==> src/rtl/led_pwm_if.sv <==
// led_pwm_if -- single-cycle-ack Wishbone subset used by the LED PWM peripheral.
//
// Handshake: the master raises wb_cyc (with wb_we/wb_addr/wb_wdata stable) and
// holds it until it sees wb_ack. The slave registers wb_ack = wb_cyc && !wb_ack,
// so an access is taken on the edge where wb_cyc is high and wb_ack is low, and
// wb_ack/wb_rdata are valid together in the following cycle. Holding wb_cyc high
// yields one access (and one ack) every second cycle.
//
// Signals:
//   wb_addr  [1:0]  word address            (master -> slave)
//   wb_wdata [31:0] write data              (master -> slave)
//   wb_we           write qualifier         (master -> slave)
//   wb_cyc          bus cycle request       (master -> slave)
//   wb_rdata [31:0] registered read data    (slave -> master)
//   wb_ack          registered acknowledge  (slave -> master)
interface led_pwm_if;
  logic [1:0]  wb_addr;
  logic [31:0] wb_wdata;
  logic        wb_we;
  logic        wb_cyc;
  logic [31:0] wb_rdata;
  logic        wb_ack;

  modport master (
    output wb_addr, wb_wdata, wb_we, wb_cyc,
    input  wb_rdata, wb_ack
  );

  modport slave (
    input  wb_addr, wb_wdata, wb_we, wb_cyc,
    output wb_rdata, wb_ack
  );
endinterface

==> src/rtl/led_pwm.sv <==
// led_pwm -- Wishbone-writable LED driver with per-LED enable and 8-bit PWM duty.
//
// Register map (word addresses):
//   0 EN    : bits[LED_COUNT-1:0] enable mask
//   1 DUTY  : 8 bits per LED, LED i at bits[8i+7:8i]
//   2 BLINK : bits[15:0] half_period (PWM frames), bits[16+LED_COUNT-1:16] blink mask
//             (present only with LED_PWM_BLINK_EN; otherwise reads 0, writes ignored)
//   3       : reads 0, writes ignored
//
// Optional feature macro: LED_PWM_BLINK_EN (blink stage gating selected LEDs).
//
// Ports:
//   clk    sole clock
//   reset  synchronous, active-high
//   wb     led_pwm_if.slave bus port (wb_addr/wb_wdata/wb_we/wb_cyc in, wb_rdata/wb_ack out)
//   led    registered LED drive, active-high
module led_pwm #(
  parameter int LED_COUNT = 2,
  parameter int PWM_DIV   = 64
) (
  input  logic                 clk,
  input  logic                 reset,
  led_pwm_if.slave             wb,
  output logic [LED_COUNT-1:0] led
);

  localparam int PW = (PWM_DIV > 1) ? $clog2(PWM_DIV) : 1;
  localparam int DW = 8 * LED_COUNT;

  // Bus state
  logic                 ack_q;
  logic [31:0]          rdata_q;
  logic [31:0]          rd_val;
  logic                 access;

  // Registers
  logic [LED_COUNT-1:0] en_q;
  logic [DW-1:0]        duty_q;

  // PWM timebase
  logic [PW-1:0]        prescale_q;
  logic [7:0]           pwm_count_q;
  logic                 tick;
  logic                 frame_end;

  logic [LED_COUNT-1:0] raw;
  logic [LED_COUNT-1:0] gate;
  logic [LED_COUNT-1:0] led_q;

  // Upper write-data bits beyond the implemented fields are intentionally dropped.
  logic                 unused_wdata;
  assign unused_wdata = ^wb.wb_wdata;

  assign access    = wb.wb_cyc && !ack_q;
  assign tick      = (prescale_q == PW'(PWM_DIV - 1));
  assign frame_end = tick && (pwm_count_q == 8'hFF);

  assign wb.wb_ack   = ack_q;
  assign wb.wb_rdata = rdata_q;
  assign led         = led_q;

  // Raw PWM level: 0xFF is forced fully on, so 0..254 give duty/256 and 255 gives 100%.
  always_comb begin
    raw = '0;
    for (int i = 0; i < LED_COUNT; i++) begin
      raw[i] = (duty_q[8*i +: 8] == 8'hFF) || (pwm_count_q < duty_q[8*i +: 8]);
    end
  end

`ifdef LED_PWM_BLINK_EN
  logic [15:0]          half_q;
  logic [LED_COUNT-1:0] mask_q;
  logic [15:0]          blink_cnt_q;
  logic                 phase_q;

  always_comb begin
    gate = '0;
    for (int i = 0; i < LED_COUNT; i++) begin
      gate[i] = !mask_q[i] || phase_q;
    end
  end

  always_ff @(posedge clk) begin
    if (reset) begin
      half_q      <= '0;
      mask_q      <= '0;
      blink_cnt_q <= '0;
      phase_q     <= 1'b1;
    end else if (access && wb.wb_we && (wb.wb_addr == 2'd2)) begin
      // A BLINK write restarts the blink phase so a shorter half_period can
      // never leave the counter stranded above its compare value.
      half_q      <= wb.wb_wdata[15:0];
      mask_q      <= wb.wb_wdata[16 +: LED_COUNT];
      blink_cnt_q <= '0;
      phase_q     <= 1'b1;
    end else if (half_q == 16'd0) begin
      blink_cnt_q <= '0;
      phase_q     <= 1'b1;
    end else if (frame_end) begin
      if (blink_cnt_q == half_q - 16'd1) begin
        blink_cnt_q <= '0;
        phase_q     <= !phase_q;
      end else begin
        blink_cnt_q <= blink_cnt_q + 16'd1;
      end
    end
  end
`else
  assign gate = '1;
`endif

  // Read mux, registered into rdata_q on a read access edge.
  always_comb begin
    rd_val = '0;
    case (wb.wb_addr)
      2'd0:    rd_val = 32'(en_q);
      2'd1:    rd_val = 32'(duty_q);
`ifdef LED_PWM_BLINK_EN
      2'd2:    rd_val = 32'({mask_q, half_q});
`endif
      default: rd_val = '0;
    endcase
  end

  // Bus handshake and EN/DUTY registers.
  always_ff @(posedge clk) begin
    if (reset) begin
      ack_q   <= 1'b0;
      rdata_q <= '0;
      en_q    <= '0;
      duty_q  <= '0;
    end else begin
      ack_q <= access;
      if (access && !wb.wb_we) begin
        rdata_q <= rd_val;
      end else begin
        rdata_q <= '0;
      end
      if (access && wb.wb_we) begin
        case (wb.wb_addr)
          2'd0:    en_q   <= wb.wb_wdata[LED_COUNT-1:0];
          2'd1:    duty_q <= wb.wb_wdata[DW-1:0];
          default: ;
        endcase
      end
    end
  end

  // Free-running PWM timebase; only reset touches it.
  always_ff @(posedge clk) begin
    if (reset) begin
      prescale_q  <= '0;
      pwm_count_q <= '0;
    end else begin
      if (tick) begin
        prescale_q  <= '0;
        pwm_count_q <= pwm_count_q + 8'd1;
      end else begin
        prescale_q  <= prescale_q + PW'(1);
      end
    end
  end

  // Output register: one stage behind the counter/register state.
  always_ff @(posedge clk) begin
    if (reset) begin
      led_q <= '0;
    end else begin
      led_q <= en_q & raw & gate;
    end
  end

endmodule
==> src/flat_wrapper.sv <==
// flat-port wrapper written by rule: the top's interface ports become plain ports
module led_pwm_flat 
#(
  parameter int LED_COUNT = 2,
  parameter int PWM_DIV   = 64
)
  (clk, reset, led, wb_wb_addr, wb_wb_wdata, wb_wb_we, wb_wb_cyc, wb_wb_rdata, wb_wb_ack);
  led_pwm_if wb_i ();
  input  logic clk;
  input  logic reset;
  output logic [LED_COUNT-1:0] led;
  input wire logic [$bits(wb_i.wb_addr)-1:0] wb_wb_addr;
  input wire logic [$bits(wb_i.wb_wdata)-1:0] wb_wb_wdata;
  input wire logic [$bits(wb_i.wb_we)-1:0] wb_wb_we;
  input wire logic [$bits(wb_i.wb_cyc)-1:0] wb_wb_cyc;
  output wire logic [$bits(wb_i.wb_rdata)-1:0] wb_wb_rdata;
  output wire logic [$bits(wb_i.wb_ack)-1:0] wb_wb_ack;
  assign wb_i.wb_addr = wb_wb_addr;
  assign wb_i.wb_wdata = wb_wb_wdata;
  assign wb_i.wb_we = wb_wb_we;
  assign wb_i.wb_cyc = wb_wb_cyc;
  assign wb_wb_rdata = wb_i.wb_rdata;
  assign wb_wb_ack = wb_i.wb_ack;
  led_pwm #(.LED_COUNT(LED_COUNT), .PWM_DIV(PWM_DIV)) u_core (.clk(clk), .reset(reset), .wb(wb_i), .led(led));
endmodule
==> config.mk <==
export PLATFORM = sky130hd
export DESIGN_NAME = led_pwm_flat
export DESIGN_NICKNAME = d
export VERILOG_FILES = /design/src/rtl/led_pwm_if.sv /design/src/rtl/led_pwm.sv /design/src/flat_wrapper.sv
export SDC_FILE = /design/constraint.sdc
export NUM_CORES = 1
export LEC_CHECK = 0
export CORE_MARGIN = 2
export CORE_UTILIZATION = 50
export DETAILED_ROUTE_END_ITERATION = 6
export DONT_BUFFER_PORTS = 1
export HOLD_SLACK_MARGIN = 0.03
export PLACE_DENSITY_LB_ADDON = 0.08
export SLEW_MARGIN = 25
export SYNTH_ARGS = -nofsm -noshare
export SYNTH_HDL_FRONTEND = slang
export SYNTH_SLANG_ARGS = --single-unit
==> constraint.sdc <==
create_clock -name clk -period 2.5 [get_ports clk]
set_input_delay 0.25 -clock clk [delete_from_list [all_inputs] [get_ports clk]]
set_output_delay 0.25 -clock clk [all_outputs]
set_load 0.1 [all_outputs]
Word level (Yosys, flattened, before mapping) --
Cells that the tools add are included. Widths: inputs -> output; s select.
Operators by class: $add $sub $neg 2, magnitude comparators 2, equality and inequality tests 4, muxes and demuxes 1, bitwise logic cells 2, reductions and logical operators 12
Operators with widths (number):
- $pmux 16 s2 | 1
- $eq 8x8->1 const B | 2
- $lt 8x8->1 | 2
- $add 8x1->8 const B | 1
- $add 6x1->6 const B | 1
- $eq 6x6->1 const B | 1
- $reduce_and 2->1 | 2
- $reduce_or 2->1 | 2
- $logic_and 1x1->1 | 3
- $and 2x2->2 | 1
- $eq 2x1->1 const B | 1
- $logic_not 1->1 | 2
- $logic_not 2->1 | 1
- $logic_or 1x1->1 | 2
- $not 1->1 | 1
Word-level totals: flip-flop bits (word level) 67, input port bits 38, output and inout port bits 35

Depth between registers and ports, before layout --
Gate-level depths: netlist of the first run.
word-level depth 5, mapped depth 6

Worst setup path after synthesis of the first run --
No wires, ideal clock.
kind reg2reg, start point reg u_core.ack_q (netlist: u_core.wb.wb_ack), end point reg u_core.duty_q[0], arrival 1.703 ns, required time 2.372 ns, setup slack 0.670 ns, stages on the path, launching flop included 6, path buffers 1, period minus slack after synthesis 1.830 ns, path through dfxtp_1 -> nor3b_2 -> nand3_4 -> buf_6 -> mux2i_1 -> nor2_1
Between the ends: cells in the longest elaborated chain, start to end 4
Ends and longest elaborated chain:
- start, declared | line led_pwm.sv:31 | logic ack_q;
- start signal, assigned | line led_pwm.sv:133 | ack_q <= access;
- $logic_not 1->1 | line led_pwm.sv:54 | assign access = wb.wb_cyc && !ack_q;
- $logic_and 1x1->1 | line led_pwm.sv:54
- $logic_and 1x1->1 | line led_pwm.sv:139 | if (access && wb.wb_we) begin
- $reduce_and 2->1 (no source line)
- end signal, assigned | line led_pwm.sv:142 | 2'd1: duty_q <= wb.wb_wdata[DW-1:0];
- end, declared | line led_pwm.sv:38 | logic [DW-1:0] duty_q;
Every way passes these cells. A chain may end at the register's enable or synchronous reset.

Worst setup path in the final report of the first run --
start point reg u_core.duty_q[9], end point reg u_core.led_q[1] (netlist: u_core.led[1])
Between the ends: cells in the longest elaborated chain, start to end 3
Ends and longest elaborated chain:
- $lt 8x8->1 or $eq 8x8->1 (tied branches) | line led_pwm.sv:66 | raw[i] = (duty_q[8*i +: 8] == 8'hFF) || (pwm_count_q < duty_q[8*i +: 8]);
- $logic_or 1x1->1 * | line led_pwm.sv:66
- $and 2x2->2 * | line led_pwm.sv:169 | led_q <= en_q & raw & gate;
- end signal, assigned | line led_pwm.sv:169
- end, declared | line led_pwm.sv:48 | logic [LED_COUNT-1:0] led_q;
Every way passes the cells marked *; elsewhere a longest branch is shown, timed or not.

==> out/metrics.cfg, run 1 <==
[placement]
place_hpwl_mm = 3.155
placed_area_sq_um = 2308
port_buffers = 0
place_inst = 288
place_congestion = 0.8282
placement.setup.worst_slack_ns = 0.9110

[synth]
synthArstFlopShare = 0
synth_seq_cells = 51
synth_top_area_frac = 0.4352
synth_edf_count = 0
synthTopCellsByCount = 51 x dfxtp_1, 31 x nor2_1, 20 x mux2i_1, 19 x nor3_1, 17 x inv_1
syn_area_sq_um = 2346
yosys_warnings = 0
seq_area_frac_synth = 0.4352
postSynthAreaPerCell_sq_um = 9.615
syn_inst = 244
ys_types = 33
yosysMostFrequentCell = dfxtp_1
synth.area.top_cells = dfxtp_1 44%, ha_1 8.5%, mux2i_1 8.5%, buf_4 5.1%, nor2_1 5.0%
synth_ff_type = dfxtp_1
yosysTopAreaCell = dfxtp_1

[grt]
groute.usage.overall = 0.1722
antenna_found_initial = 0
gr-total-overflow = 0
grt_pass1_wl_mm = 6.941
grt_max_degree = 34
first_global_vias = 1444

[timing]
hold_violations = 0
setup_violations = 0
post-route-period-util = 0.6483
finalWorstSetupSlack_ns = 0.8792
worst_clock_skew_ns = 0.007103
tightest_slew_ns = 0.9492
min_period_ns = 1.621
final.setup.tns_ns = 0
fmax_ghz = 0.6170
max-slew-margin-rel = 0.3664
report.final.slew_viol_count = 0
grt_setup_unrepaired = no

[worst_setup_path]
crit_family = compound AO/OA/AOI/OAI gates
path_cells = inv_1 -> ha_1 -> a2111oi_0 -> nor3_1 -> o41ai_2
cp.required_ns = 2.69
cp.buffers_inverters = 1
crit_fanout = 3
cp_slowest_cell = a2111oi_0
start_kind = flip-flop
critPathCaptureType = flip-flop
crit_type = flip-flop to flip-flop
max_stage_delay_ns = 0.38
arrival_ns = 1.81

[floorplanning]
dieArea_sq_um = 5256
core_area_sq_um = 4444
io_pins = 73
std_cell_rows = 24
die_h_um = 72.50
fp.dieW_um = 72.50
start_util = 0.5279

[clock_tree]
clock-root-buffer = clkbuf_8
post-cts-setup-buffers = 0
ctsHoldBuffers = 1
cts_tree = built
cts.clk_slew.worst_paths_ns = 0.09
clk_latency_ns = 0.30
cts_max_path_buffers = 2
ctsHtreeMaxLevel = 2
cts_buffers = 5
post_cts_resized = 0
cts.sink_count = 51

[layout]
final_area_sq_um = 2416
syn_to_final_growth_pct = 2.987
instances_no_fill = 296
diodes = 0
nNetsFinal = 298
drive_gt1_frac = 0.08197

[route]
drc = 0
wire_per_inst_um = 14.27
vias_per_cell = 5.311
postRouteAntennaNets = 0
drt-total-wl_mm = 4.225
vias = 1572
firstDrtPassIters = 4
drt_iter0_markers = 59

[flow_run]
cap_violations = 0

[worst_hold_path]
hold_class = primary input to flip-flop

[outcome]
outcome = completed

[power_and_ir_drop]
peakVddDrop_uv = 306.9
p_leak_nw = 0.9857
p_per_area_nw_per_um2 = 609.9

[cells in the final DEF, fill, tap and decap left out, types with 2 or more instances in the layout]
| cell | Yosys | final |
|---|---|---|
| clkbuf_8 | 0 | 6 |
| o41ai_2 | 2 | 2 |
| xnor2_1 | 7 | 7 |
| o21ai_0 | 5 | 5 |
| dfxtp_1 | 51 | 51 |
| nor3_1 | 19 | 19 |
| a211oi_1 | 2 | 2 |
| nand2_1 | 5 | 5 |
| or3_1 | 4 | 4 |
| nand4_1 | 7 | 7 |
| or2_1 | 2 | 2 |
| nand2b_1 | 4 | 4 |
| ha_1 | 16 | 16 |
| a2111oi_0 | 2 | 2 |
| a21oi_1 | 6 | 6 |
| mux2i_1 | 20 | 20 |
| nor4_2 | 3 | 3 |
| nand3_1 | 5 | 5 |
| nor2_1 | 31 | 31 |
| conb_1 | 1 | 16 |
| nor3b_1 | 2 | 2 |
| inv_1 | 17 | 17 |
| xor2_1 | 2 | 2 |
[per-stage QoR]
stage	power (mW)	hold slack, ns	util
2_1_floorplan	1.031	0.3939	-
3_3_place_gp	1.013	0.3252	0.5194
3_5_place_dp	1.015	0.3270	0.5194
4_1_cts	1.492	0.08457	0.5436
5_1_grt	1.541	0.07635	0.5436
6_report	1.474	0.08808	0.5436
[sequential cells by signal, indices dropped and copies added, names as in the netlist]
register	flops
u_core.en_q	2
u_core.led	2
u_core.wb.wb_ack	1
u_core.prescale_q	6
u_core.pwm_count_q	8
u_core.wb.wb_rdata	16
u_core.duty_q	16
[worst register-to-register path, stage by stage, from the launching register on]
cell       delay (ns)
dfxtp_1          0.37
inv_1            0.10
ha_1             0.27
a2111oi_0        0.38
nor3_1           0.12
o41ai_2          0.27
[metal layers]
layer / vias up / track usage / part of all wire / wire [um]
met5: - / 0 / 0 / 0
met4: 0 / 0.04938 / 0.011 / 48
met3: 6 / 0.06528 / 0.066 / 279
met2: 53 / 0.2416 / 0.41 / 1723
met1: 709 / 0.2463 / 0.51 / 2175
li1: 804 / - / - / -
[cells by family after synthesis]
kind of cell,share of synthesized area
buf+inv,0.09973
simple gates,0.2080
flops,0.4352
xor+xnor,0.03360
mux,0.08533
other cells,0.001598
fa+ha+maj,0.08533
compound gates,0.05120
[where the power goes]
group	internal, mW	switching (mW)	leakage [nW]
clock	0.217	0.249	0.0470
sequential	0.823	0.0131	0.412
combinational	0.0263	0.145	0.527
total	1.07	0.407	0.986
[worst paths after layout]
kind	slack, ns	cells past startpoint	from	end
worst max register to register	0.88	5	u_core.duty_q[9]	u_core.led[1]
worst min register to register	0.50	2	u_core.duty_q[3]	u_core.wb.wb_rdata[3]
worst max-delay path	0.88	5	u_core.duty_q[9]	u_core.led[1]
worst min-delay path	0.09	2	wb_wb_wdata[1]	u_core.duty_q[1]
[area by class of cell]
| class | count | area, sq um |
|---|---|---|
| Clock buffer | 6 | 82.58 |
| Inverter | 18 | 67.56 |
| Clock inverter | 1 | 5.005 |
| Multi-Input combinational cell | 166 | 1147 |
| Tap cell | 52 | 65.06 |
| Sequential cell | 51 | 1021 |
| Fill cell | 414 | 2028 |
| Timing Repair Buffer | 2 | 27.53 |
No activity file was read; power rests on OpenSTA's default activity.
==> inputs of run 2 (changes only) <==
- clock period: 2.5 -> 1.5 ns (I/O delays scaled with it)
==> out/metrics.cfg, run 2 (same netlist as run 1, synthesis figures left out) <==
[route]
postRouteAntennaNets = 0
vias = 1751
firstDrtPassIters = 4
drc = 0
vias_per_cell = 5.075
wire_per_inst_um = 13.23
drt_iter0_markers = 67
drt-total-wl_mm = 4.564

[grt]
groute.usage.overall = 0.1868
first_global_vias = 1591
gr-total-overflow = 0
grt_pass1_wl_mm = 7.569
grt_max_degree = 34
antenna_found_initial = 0

[floorplanning]
die_h_um = 72.50
dieArea_sq_um = 5256
fp.dieW_um = 72.50
io_pins = 73
start_util = 0.5279
std_cell_rows = 24
core_area_sq_um = 4444

[power_and_ir_drop]
p_leak_nw = 1.239
peakVddDrop_uv = 566.8
power_mw = 2.506
switchingPower_mw = 0.6867
p_clk_frac = 0.309
pwr-share-seq = 0.553
p_int_mw = 1.819
switching_share = 0.2741
combPwrFrac = 0.138
p_per_area_nw_per_um2 = 878.0

[timing]
fmax_ghz = 0.7070
hold_violations = 0
report.final.slew_viol_count = 0
min_period_ns = 1.414
setup_violations = 0
post-route-period-util = 0.9430
grt_setup_unrepaired = yes
worst_clock_skew_ns = 0.003248
final.setup.tns_ns = 0

[worst_setup_path]
path_cells = buf_4 -> nor3b_1 -> dlygate4sd3_1
max_stage_delay_ns = 0.58
crit_type = flip-flop to flip-flop
cp_slowest_cell = dlygate4sd3_1
crit_fanout = 2
cp.required_ns = 1.73
arrival_ns = 1.65
critPathCaptureType = flip-flop
start_kind = flip-flop

[placement]
port_buffers = 0
place_hpwl_mm = 3.224
placed_area_sq_um = 2542
place_congestion = 0.8259

[flow_run]
cap_violations = 0

[layout]
syn_to_final_growth_pct = 21.65
layout_commonest_cell = dfxtp_1
diodes = 0
fillCellCount = 384
layout_common_cells = 47 x dfxtp_1, 32 x buf_4, 31 x nor2_1
nNetsFinal = 347
final_core_util = 0.6422
drive_gt1_frac = 0.2014
final_area_sq_um = 2854

[outcome]
outcome = completed

[clock_tree]
cts_max_path_buffers = 2
post-cts-setup-buffers = 0
cts_buffers = 5
cts.clk_slew.worst_paths_ns = 0.08
clock-root-buffer = clkbuf_8
ctsHtreeMaxLevel = 2
cts.sink_count = 51
clk_latency_ns = 0.30
cts_tree = built

[worst_hold_path]
hold_class = primary input to flip-flop

==> run 2: cell count changes in the layout (fill, tap and decap cells not counted), sizes merged <==
cell / delta
buf: +31
dlygate4sd3: +18
==> run 2: final cells by class <==
| type | count | area (sq um) | share of cell area |
|---|---|---|---|
| multi-input cells | 166 | 1167 | 0.4090 |
| repair buffers | 51 | 440.4 | 0.1543 |
| inverters | 18 | 67.56 | 0.02367 |
| clock buffers | 6 | 82.58 | 0.02893 |
| clock inverters | 1 | 5.005 | 0.001754 |
| flip-flops and latches | 51 | 1026 | 0.3595 |
| well taps | 52 | 65.06 | 0.02280 |
==> run 2: path summary, 6_finish.rpt <==
path              slack (ns)  depth (start not counted)               endpoint             start
setup / recovery        0.09                          3       u_core.wb.wb_ack  u_core.wb.wb_ack
hold / removal          0.11                          2  u_core.pwm_count_q[2]             reset
setup reg to reg        0.09                          3       u_core.wb.wb_ack  u_core.wb.wb_ack
hold reg to reg         0.49                          2  u_core.wb.wb_rdata[2]  u_core.duty_q[2]
==> run 2: what timing repair did <==
item,4_1_cts,5_1_grt
gates resized for setup,0,9
endpoints found under the hold margin,35,0
hold buffers,19,0
setup endpoints to repair,0,4
==> run 2: power by group through the flow <==
stage | combinational, mW | clock, mW | sequential (mW)
5_1_grt | 0.365 | 0.848 | 1.39
2_1_floorplan | 0.287 | 0 | 1.43
4_1_cts | 0.342 | 0.804 | 1.39
3_3_place_gp | 0.282 | 0 | 1.42
3_5_place_dp | 0.283 | 0 | 1.42
6_report | 0.346 | 0.773 | 1.39
==> run 2: critical path, delay by kind of cell (launching register included) <==
kind,cells,cell delay [ns]
simple gates,1,0.22
buf+inv,2,0.81
flops,1,0.33
==> run 2: per-stage QoR <==
stage                     setup WS [ns]  instances  hold WS [ns]
after floorplan                 0.01905        259        0.2939
after global placement          0.06223        319        0.2221
after detailed placement        0.03903        319        0.2225
after CTS                      0.001865        345        0.1069
after global routing           0.001752        345        0.1146
final                           0.08554        345        0.1122
==> run 2: layer usage <==
layer,global-route usage,up-vias,part of all wire
met5,0,-,0
li1,-,898,-
met2,0.2834,60,0.44
met1,0.2672,786,0.49
met4,0.04938,0,0.011
met3,0.04583,7,0.059
